`src/rtl/mprj_wb_pkg.sv`:
```
// Shared types and constants for the user-project Wishbone watchdog bridge.
package mprj_wb_pkg;

  typedef enum logic [1:0] {
    IDLE = 2'd0,
    WAIT = 2'd1,
    RESP = 2'd2
  } state_t;

  localparam logic [31:0] ERR_DATA_DEF = 32'hDEAD_BEEF;

  // Bits needed to count 0..value-1; value is at least 2 here.
  function automatic int clog2(input int value);
    int r;
    r = 0;
    for (int v = value - 1; v > 0; v = v >> 1) r++;
    return r;
  endfunction

endpackage

```
`src/rtl/mprj_sat_counter.sv`:
```
// Saturating event counter with sticky flag; synchronous clear beats a same-cycle increment.
module mprj_sat_counter
  import mprj_wb_pkg::*;
#(
  parameter int CNT_W = 8
) (
  input  logic             clk,
  input  logic             rstn,
  input  logic             clr,
  input  logic             inc,
  output logic [CNT_W-1:0] cnt,
  output logic             flag
);

  logic [CNT_W-1:0] cnt_q, cnt_d;
  logic             flag_q, flag_d;

  always_comb begin
    cnt_d  = cnt_q;
    flag_d = flag_q;
    if (clr) begin
      cnt_d  = '0;
      flag_d = 1'b0;
    end else if (inc) begin
      flag_d = 1'b1;
      if (cnt_q != '1) cnt_d = cnt_q + 1'b1;
    end
  end

  always_ff @(posedge clk) begin
    if (!rstn) begin
      cnt_q  <= '0;
      flag_q <= 1'b0;
    end else begin
      cnt_q  <= cnt_d;
      flag_q <= flag_d;
    end
  end

  assign cnt  = cnt_q;
  assign flag = flag_q;

endmodule

```
`src/rtl/mprj_wb_watchdog.sv`:
```
// Wishbone bridge to the user slave that always terminates a cycle: slave ack, timeout or
// power-fail error. Slave strobe and core ack are registered from the current FSM state.
module mprj_wb_watchdog
  import mprj_wb_pkg::*;
#(
  parameter int          TIMEOUT  = 64,
  parameter logic [31:0] ERR_DATA = ERR_DATA_DEF,
  parameter int          CNT_W    = 8
) (
  input  logic             caravel_clk,
  input  logic             caravel_rstn,
  input  logic             mprj_cyc_o_user,
  input  logic             mprj_stb_o_user,
  input  logic             mprj_we_o_user,
  input  logic [3:0]       mprj_sel_o_user,
  input  logic [31:0]      mprj_adr_o_user,
  input  logic [31:0]      mprj_dat_o_user,
  output logic             mprj_ack_i_core,
  output logic [31:0]      mprj_dat_i_core,
  input  logic             user1_vcc_powergood,
  input  logic             user1_vdd_powergood,
  output logic             wbs_cyc_i,
  output logic             wbs_stb_i,
  output logic             wbs_we_i,
  output logic [3:0]       wbs_sel_i,
  output logic [31:0]      wbs_adr_i,
  output logic [31:0]      wbs_dat_i,
  input  logic             wbs_ack_o,
  input  logic [31:0]      wbs_dat_o,
  input  logic             timeout_clr,
  output logic             timeout_flag,
  output logic [CNT_W-1:0] timeout_count
);

  localparam int              WCNT_W    = clog2(TIMEOUT);
  localparam logic [WCNT_W-1:0] WCNT_LAST = WCNT_W'(TIMEOUT - 1);

  state_t            state_q, state_d;
  logic [WCNT_W-1:0] wcnt_q, wcnt_d;
  logic              we_q, we_d;
  logic [3:0]        sel_q, sel_d;
  logic [31:0]       adr_q, adr_d;
  logic [31:0]       wdat_q, wdat_d;
  logic [31:0]       rsp_q, rsp_d;
  logic              bus_q, bus_d;
  logic              ack_q, ack_d;
  logic [31:0]       rdat_q, rdat_d;
  logic              pg;
  logic              to_evt;

  always_comb begin
    state_d = state_q;
    wcnt_d  = wcnt_q;
    we_d    = we_q;
    sel_d   = sel_q;
    adr_d   = adr_q;
    wdat_d  = wdat_q;
    rsp_d   = rsp_q;
    to_evt  = 1'b0;
    pg      = user1_vcc_powergood & user1_vdd_powergood;
    bus_d   = (state_q == WAIT);
    ack_d   = (state_q == RESP);
    rdat_d  = (state_q == RESP) ? rsp_q : '0;

    case (state_q)
      IDLE: begin
        // ack_q high means we are in the gap cycle right after a response.
        if (mprj_cyc_o_user && mprj_stb_o_user && !ack_q) begin
          if (pg) begin
            we_d    = mprj_we_o_user;
            sel_d   = mprj_sel_o_user;
            adr_d   = mprj_adr_o_user;
            wdat_d  = mprj_dat_o_user;
            wcnt_d  = '0;
            state_d = WAIT;
          end else begin
            rsp_d   = ERR_DATA;
            state_d = RESP;
          end
        end
      end
      WAIT: begin
        wcnt_d = wcnt_q + 1'b1;
        if (wbs_ack_o) begin
          rsp_d   = we_q ? '0 : wbs_dat_o;
          state_d = RESP;
        end else if (!mprj_cyc_o_user) begin
          state_d = IDLE;
        end else if (!pg) begin
          rsp_d   = ERR_DATA;
          state_d = RESP;
        end else if (wcnt_q == WCNT_LAST) begin
          rsp_d   = ERR_DATA;
          to_evt  = 1'b1;
          state_d = RESP;
        end
      end
      RESP:    state_d = IDLE;
      default: state_d = IDLE;
    endcase
  end

  always_ff @(posedge caravel_clk) begin
    if (!caravel_rstn) begin
      state_q <= IDLE;
      wcnt_q  <= '0;
      we_q    <= 1'b0;
      sel_q   <= '0;
      adr_q   <= '0;
      wdat_q  <= '0;
      rsp_q   <= '0;
      bus_q   <= 1'b0;
      ack_q   <= 1'b0;
      rdat_q  <= '0;
    end else begin
      state_q <= state_d;
      wcnt_q  <= wcnt_d;
      we_q    <= we_d;
      sel_q   <= sel_d;
      adr_q   <= adr_d;
      wdat_q  <= wdat_d;
      rsp_q   <= rsp_d;
      bus_q   <= bus_d;
      ack_q   <= ack_d;
      rdat_q  <= rdat_d;
    end
  end

  mprj_sat_counter #(.CNT_W(CNT_W)) u_to_cnt (
    .clk  (caravel_clk),
    .rstn (caravel_rstn),
    .clr  (timeout_clr),
    .inc  (to_evt),
    .cnt  (timeout_count),
    .flag (timeout_flag)
  );

  assign wbs_cyc_i       = bus_q;
  assign wbs_stb_i       = bus_q;
  assign wbs_we_i        = we_q;
  assign wbs_sel_i       = sel_q;
  assign wbs_adr_i       = adr_q;
  assign wbs_dat_i       = wdat_q;
  assign mprj_ack_i_core = ack_q;
  assign mprj_dat_i_core = rdat_q;

endmodule

```
`config.mk`:
```
export PLATFORM = sky130hd
export DESIGN_NAME = mprj_wb_watchdog
export DESIGN_NICKNAME = d
export VERILOG_FILES = /design/src/rtl/mprj_wb_pkg.sv /design/src/rtl/mprj_sat_counter.sv /design/src/rtl/mprj_wb_watchdog.sv
export SDC_FILE = /design/constraint.sdc
export NUM_CORES = 1
export LEC_CHECK = 0
export BUFFER_PORTS_ARGS = -buffer_cell sky130_fd_sc_hd__buf_2
export CORE_UTILIZATION = 38
export DETAILED_ROUTE_END_ITERATION = 10
export HOLD_SLACK_MARGIN = 0.02
export PLACE_DENSITY_LB_ADDON = 0.1
export SLEW_MARGIN = 20
export SYNTH_ARGS = -nofsm -noshare
export SYNTH_HDL_FRONTEND = slang
export SYNTH_HIERARCHICAL = 1
export SYNTH_SLANG_ARGS = --single-unit
```
`constraint.sdc`:
```
create_clock -name caravel_clk -period 3.4 [get_ports caravel_clk]
set_clock_uncertainty 0.1 [all_clocks]
set_input_delay 0.51 -clock caravel_clk [delete_from_list [all_inputs] [get_ports caravel_clk]]
set_output_delay 0.51 -clock caravel_clk [all_outputs]
set_load 0.02 [all_outputs]
```
# After elaboration in Yosys (flattened, before gate mapping)
# Index checks and enable logic that the tools add are counted.
# op_classes
add_sub_neg	2
n_eq_ne	10
muxes	23
n_bitwise	2
n_reduce_logical	12
# op_table
cell	n
2-to-1 mux 32 bit	7
case mux 32 bit (2 select lines)	1
2-to-1 mux 2 bit	6
2-to-1 mux 6 bit	2
case mux 6 bit (2 select lines)	1
adder 8 x 1 -> 8 bit, second input constant	1
inequality test 8 bit, second input constant	1
adder 6 x 1 -> 6 bit, second input constant	1
== test 6 bit, second input constant	1
inequality test 2 bit, second input constant	3
AND reduction 2 bit	3
AND reduction 3 bit	2
2-to-1 mux 1 bit	5
inequality test 5 x 4 -> 1 bit, second input constant	1
AND reduction 5 bit	1
inequality test 4 x 3 -> 1 bit, second input constant	1
case mux 2 bit (2 select lines)	1
inequality test 3 bit, second input constant	1
== test 2 x 1 -> 1 bit, second input constant	1
== test 2 bit, second input constant	1
logical AND 1 bit	2
zero test 2 bit	1
nonzero test 2 bit	1
OR reduction 2 bit	1
other kinds (3)	3
# totals
regBits	152
output_inout_bits	113
wordCells	61

# Logic depth before layout (Yosys ltp)
# depth
depth_word	7
mapped_depth	6

# By module
# Netlist, hierarchy kept.
# by_module_without_submodules
mod	instances	cells_per_inst	area_per_inst_um2	seq_area_each_um2
mprj_wb_watchdog	1	553	5067.4	2862.7
mprj_sat_counter	1	51	467.9	180.2

# Worst setup path before layout
# No wires, ideal clock.
# synth_timing
path_type	input port to flip-flop
startpoint	in user1_vcc_powergood
endpoint	reg u_to_cnt.cnt_q[5], in the netlist u_to_cnt/cnt[5]
t_arrival_ps	2115
slack_ps	1114
cell_stages	6
n_path_buf	0
cell_sequence	nand3_1 or3_1 nor3_1 nand3_1 a311oi_1 mux2i_1
# synth_via
elab_chain_len	6
# synth_lines
item	line_no	source
start: declaration	mprj_wb_watchdog.sv:20	input logic user1_vcc_powergood,
bitwise AND 1 bit	mprj_wb_watchdog.sv:60	pg = user1_vcc_powergood & user1_vdd_powergood;
2-to-1 mux 1 bit	mprj_wb_watchdog.sv:89	end else if (!pg) begin
2-to-1 mux 1 bit	mprj_wb_watchdog.sv:87	end else if (!mprj_cyc_o_user) begin
2-to-1 mux 1 bit	mprj_wb_watchdog.sv:84	if (wbs_ack_o) begin
2-to-1 mux 1 bit	mprj_wb_watchdog.sv:65	case (state_q)
net to_evt	mprj_wb_watchdog.sv:49	logic to_evt;
AND reduction 2 bit (no source line)	n/a	
end signal: assignment	mprj_sat_counter.sv:35	cnt_q <= cnt_d;
end: declaration	mprj_sat_counter.sv:15	logic [CNT_W-1:0] cnt_q, cnt_d;
# The timed path passes the listed nets, and every way through them passes these cells.
# A chain may end at the register's enable or synchronous reset.

# Final worst setup path
# layout_timing
startpoint	reg state_q[0]
endpoint	reg u_to_cnt.cnt_q[5], in the netlist u_to_cnt/cnt[5]
# layout_via
elab_chain_len	3
# layout_lines
item	line_no	source
start: declaration	mprj_wb_watchdog.sv:38	state_t state_q, state_d;
start signal: assignment	mprj_wb_watchdog.sv:116	state_q <= state_d;
== test 2 x 1 -> 1 bit	mprj_wb_watchdog.sv:65	
2-to-1 mux 1 bit	mprj_wb_watchdog.sv:65	
net to_evt	mprj_wb_watchdog.sv:49	
AND reduction 2 bit (no source line)	n/a	
# The timed path passes the listed nets, and every way through them passes these cells.

==> qor.yml <==
critical_path:
  crit_chain: "or2b_4, or3_1, nor3_1, buf_4, nand3_1, a311oi_1, mux2i_1"
  cp_slowest_cell: "dfxtp_1"
  arrival_ns: 2.49
  cp-start-kind: "flip-flop"
  slowest_delay_ns: 0.46
  path_max_fanout: 7
  required_ns: 3.64
  end_kind: "flip-flop"
  worst-setup-path-type: "reg -> reg"
clock_tree:
  clkTransAtPathRegs_ns: 0.06
  h-tree-depth: 4
  cts_root_buffer: "clkbuf_16"
  insertion_delay_ns: 0.41
  cts_resized: 0
  cts_setup_buffers: 0
  cts_tree: "done"
  cts_buffers: 17
  clock_sinks: 152
  ctsLongestPathBuffers: 2
  ctsHoldBuffers: 0
route:
  vias_per_cell: 4.851
  drt-wirelength-per-cell_um: 13.73
  drtAntennaViolNets: 0
  wl_met1_um: 5907
  first_iter_violations: 305
  dr_wl_met2_um: 6655
  highest_layer: "met4"
  drtPass1Iterations: 4
  routed-wl-met3_um: 1144
  vias: 4895
  drt_wl_total_um: 13850
  drc: 0
global_routing:
  grt_start_max_net_pins: 58
  grt_usage: 0.1837
  grt-ovfl-total: 0
  grt_pass1_vias: 4593
  antenna_found_initial: 0
  grt_pass1_wl_um: 21420
die:
  core_mm2: 0.01404
  dieArea_mm2: 0.01505
  num_io_pins: 222
  initial_utilization: 0.3942
  rows: 43
  die_w_um: 122.7
  die_h_um: 122.7
sta:
  worst_slew_pin_slew_ns: 0.7740
  fin_tns_setup_ns: 0
  slew_headroom: 0.4833
  final_max_slew_viol_count: 0
  rsz0062_at_grt: "no"
  hold_viol: 0
  min_period_ns: 2.248
  min_period_over_period: 0.6613
  setup_viol: 0
  fmax_ghz: 0.4448
synthesis:
  syn_nets: 715
  synthTopCellsByArea: "dfxtp_1, nand2_1, a21oi_1"
  yosysMostFrequentCell: "dfxtp_1"
  synth_compound_area_frac: 0.1578
  synth_cell_types: 50
  synth-edff-count: 0
  async_reset_ff_frac: 0
  ys_ff_latch: 152
  synth_area_mm2: 0.005535
  yosys.area_share.simple: 0.2242
  yosysSeqAreaShare: 0.5497
  synthXorXnorAreaFrac: 0
  yosys.area.top_type: "dfxtp_1"
  synthTopCellsByCount: "dfxtp_1, nand2_1, a21oi_1"
  synth_top_family_by_area: "simple AND/OR/NAND/NOR gates"
  synthMuxAreaShare: 0.007233
  synth_top_area_frac: 0.5497
  synth_fa_ha_area_frac: 0.004521
  yosysWarnings: 6
  netlist_instances: 604
  syn_avg_cell_area_um2: 9.164
  synthFlopType: "dfxtp_1"
power:
  ir_drop_mv: 0.3041
  leakagePower_nw: 3.283
  power.density_mw_per_mm2: 550.7
final_layout:
  multi_input_area_mm2: 0.002187
  fin_nets: 927
  seq_area_mm2: 0.003043
  area_growth_pct: 32.84
  final_util: 0.5237
  drive_above_1_share: 0.3414
  fillerInstances: 1355
  diodes: 0
place:
  gp_congestion: 0.8300
  portBuffers: 221
  place_hpwl_um: 9627
flow_run:
  maxCapViolations: 0
min_path:
  hold_class: "in -> reg"
status:
  outcome: "finished clean"
[final cells by class]
cell class	count	area share
Multi-Input combinational cell	390	0.2974
Sequential cell	152	0.4138
Timing Repair Buffer	229	0.1603
Clock buffer	20	0.06211
Clock inverter	12	0.02246
Inverter	26	0.01327
Tap cell	180	0.03063
[through the flow]
step                      instances  instance area, µm²  power (mW)  hold slack, ns  worst slack, ns
after floorplan                 604                5535       2.024          0.3298            1.114
after CTS                      1009                7353       4.090          0.1951            1.168
after global placement          977                6731       2.129          0.3362            1.004
final                          1009                7353       4.050          0.2171            1.152
after detailed placement        977                6731       2.136          0.3379            1.001
after global routing           1009                7353       4.187          0.2050           0.9717
[sequential cells by signal, summed over array words and instances, names as in the netlist, 2 cells and up]
signal           flops
mprj_dat_i_core     32
rsp_q               32
state_q              2
u_to_cnt/cnt         8
wbs_adr_i           32
wbs_dat_i           32
wbs_sel_i            4
wcnt_q               6
[logic make-up after synthesis]
family,Yosys count
AO/OA/AOI/OAI,132
flip-flops,152
buffers and inverters,62
adder cells (fa/ha/maj),2
AND/OR/NAND/NOR,252
multiplexers,4
[routing by layer]
layer  vias to the layer above  track usage
li1                       2454            -
met1                      2261       0.2154
met2                       167       0.3002
met3                        13      0.07203
met4                         0      0.07088
met5                         -            0
[power by group]
part	switching [mW]	total [mW]	internal [mW]
combinational	0.139	0.247	0.108
clock	0.751	1.96	1.20
sequential	0.0215	1.85	1.83
[critical path, delay by kind of cell, from the launching register on]
family / cells / cell delay, ns
simple gates: 4 / 0.91
mux: 1 / 0.21
compound gates: 1 / 0.32
flops: 1 / 0.46
buf+inv: 1 / 0.17
[final timing paths]
| check | end | slack [ns] | from | cells after the start |
|---|---|---|---|---|
| setup reg to reg | u_to_cnt/cnt[5] | 1.15 | state_q[0] | 7 |
| hold reg to reg | mprj_dat_i_core[18] | 0.34 | rsp_q[18] | 1 |
| hold / removal | rsp_q[29] | 0.22 | wbs_dat_o[29] | 2 |
| setup / recovery | u_to_cnt/cnt[5] | 1.15 | state_q[0] | 7 |
[placed cells by master, fill, tap and decap left out, drive strengths merged, types with 2 or more instances in the layout]
master,Yosys,routed
a211oi,2,2
a21oi,79,79
a221oi,24,24
a22o,8,8
a311oi,4,4
and2,34,34
and3,4,4
buf,12,229
bufinv,0,3
clkbuf,24,20
clkinv,0,3
clkinvlp,0,3
dfxtp,152,152
ha,2,2
inv,26,29
mux2i,4,4
nand2,149,149
nand2b,28,28
nand3,7,7
nor2,9,9
nor2b,3,3
nor3,3,3
nor3b,3,3
o21ai,4,4
o31a,3,3
or3,4,4
Power figures use the tool's default switching activity.
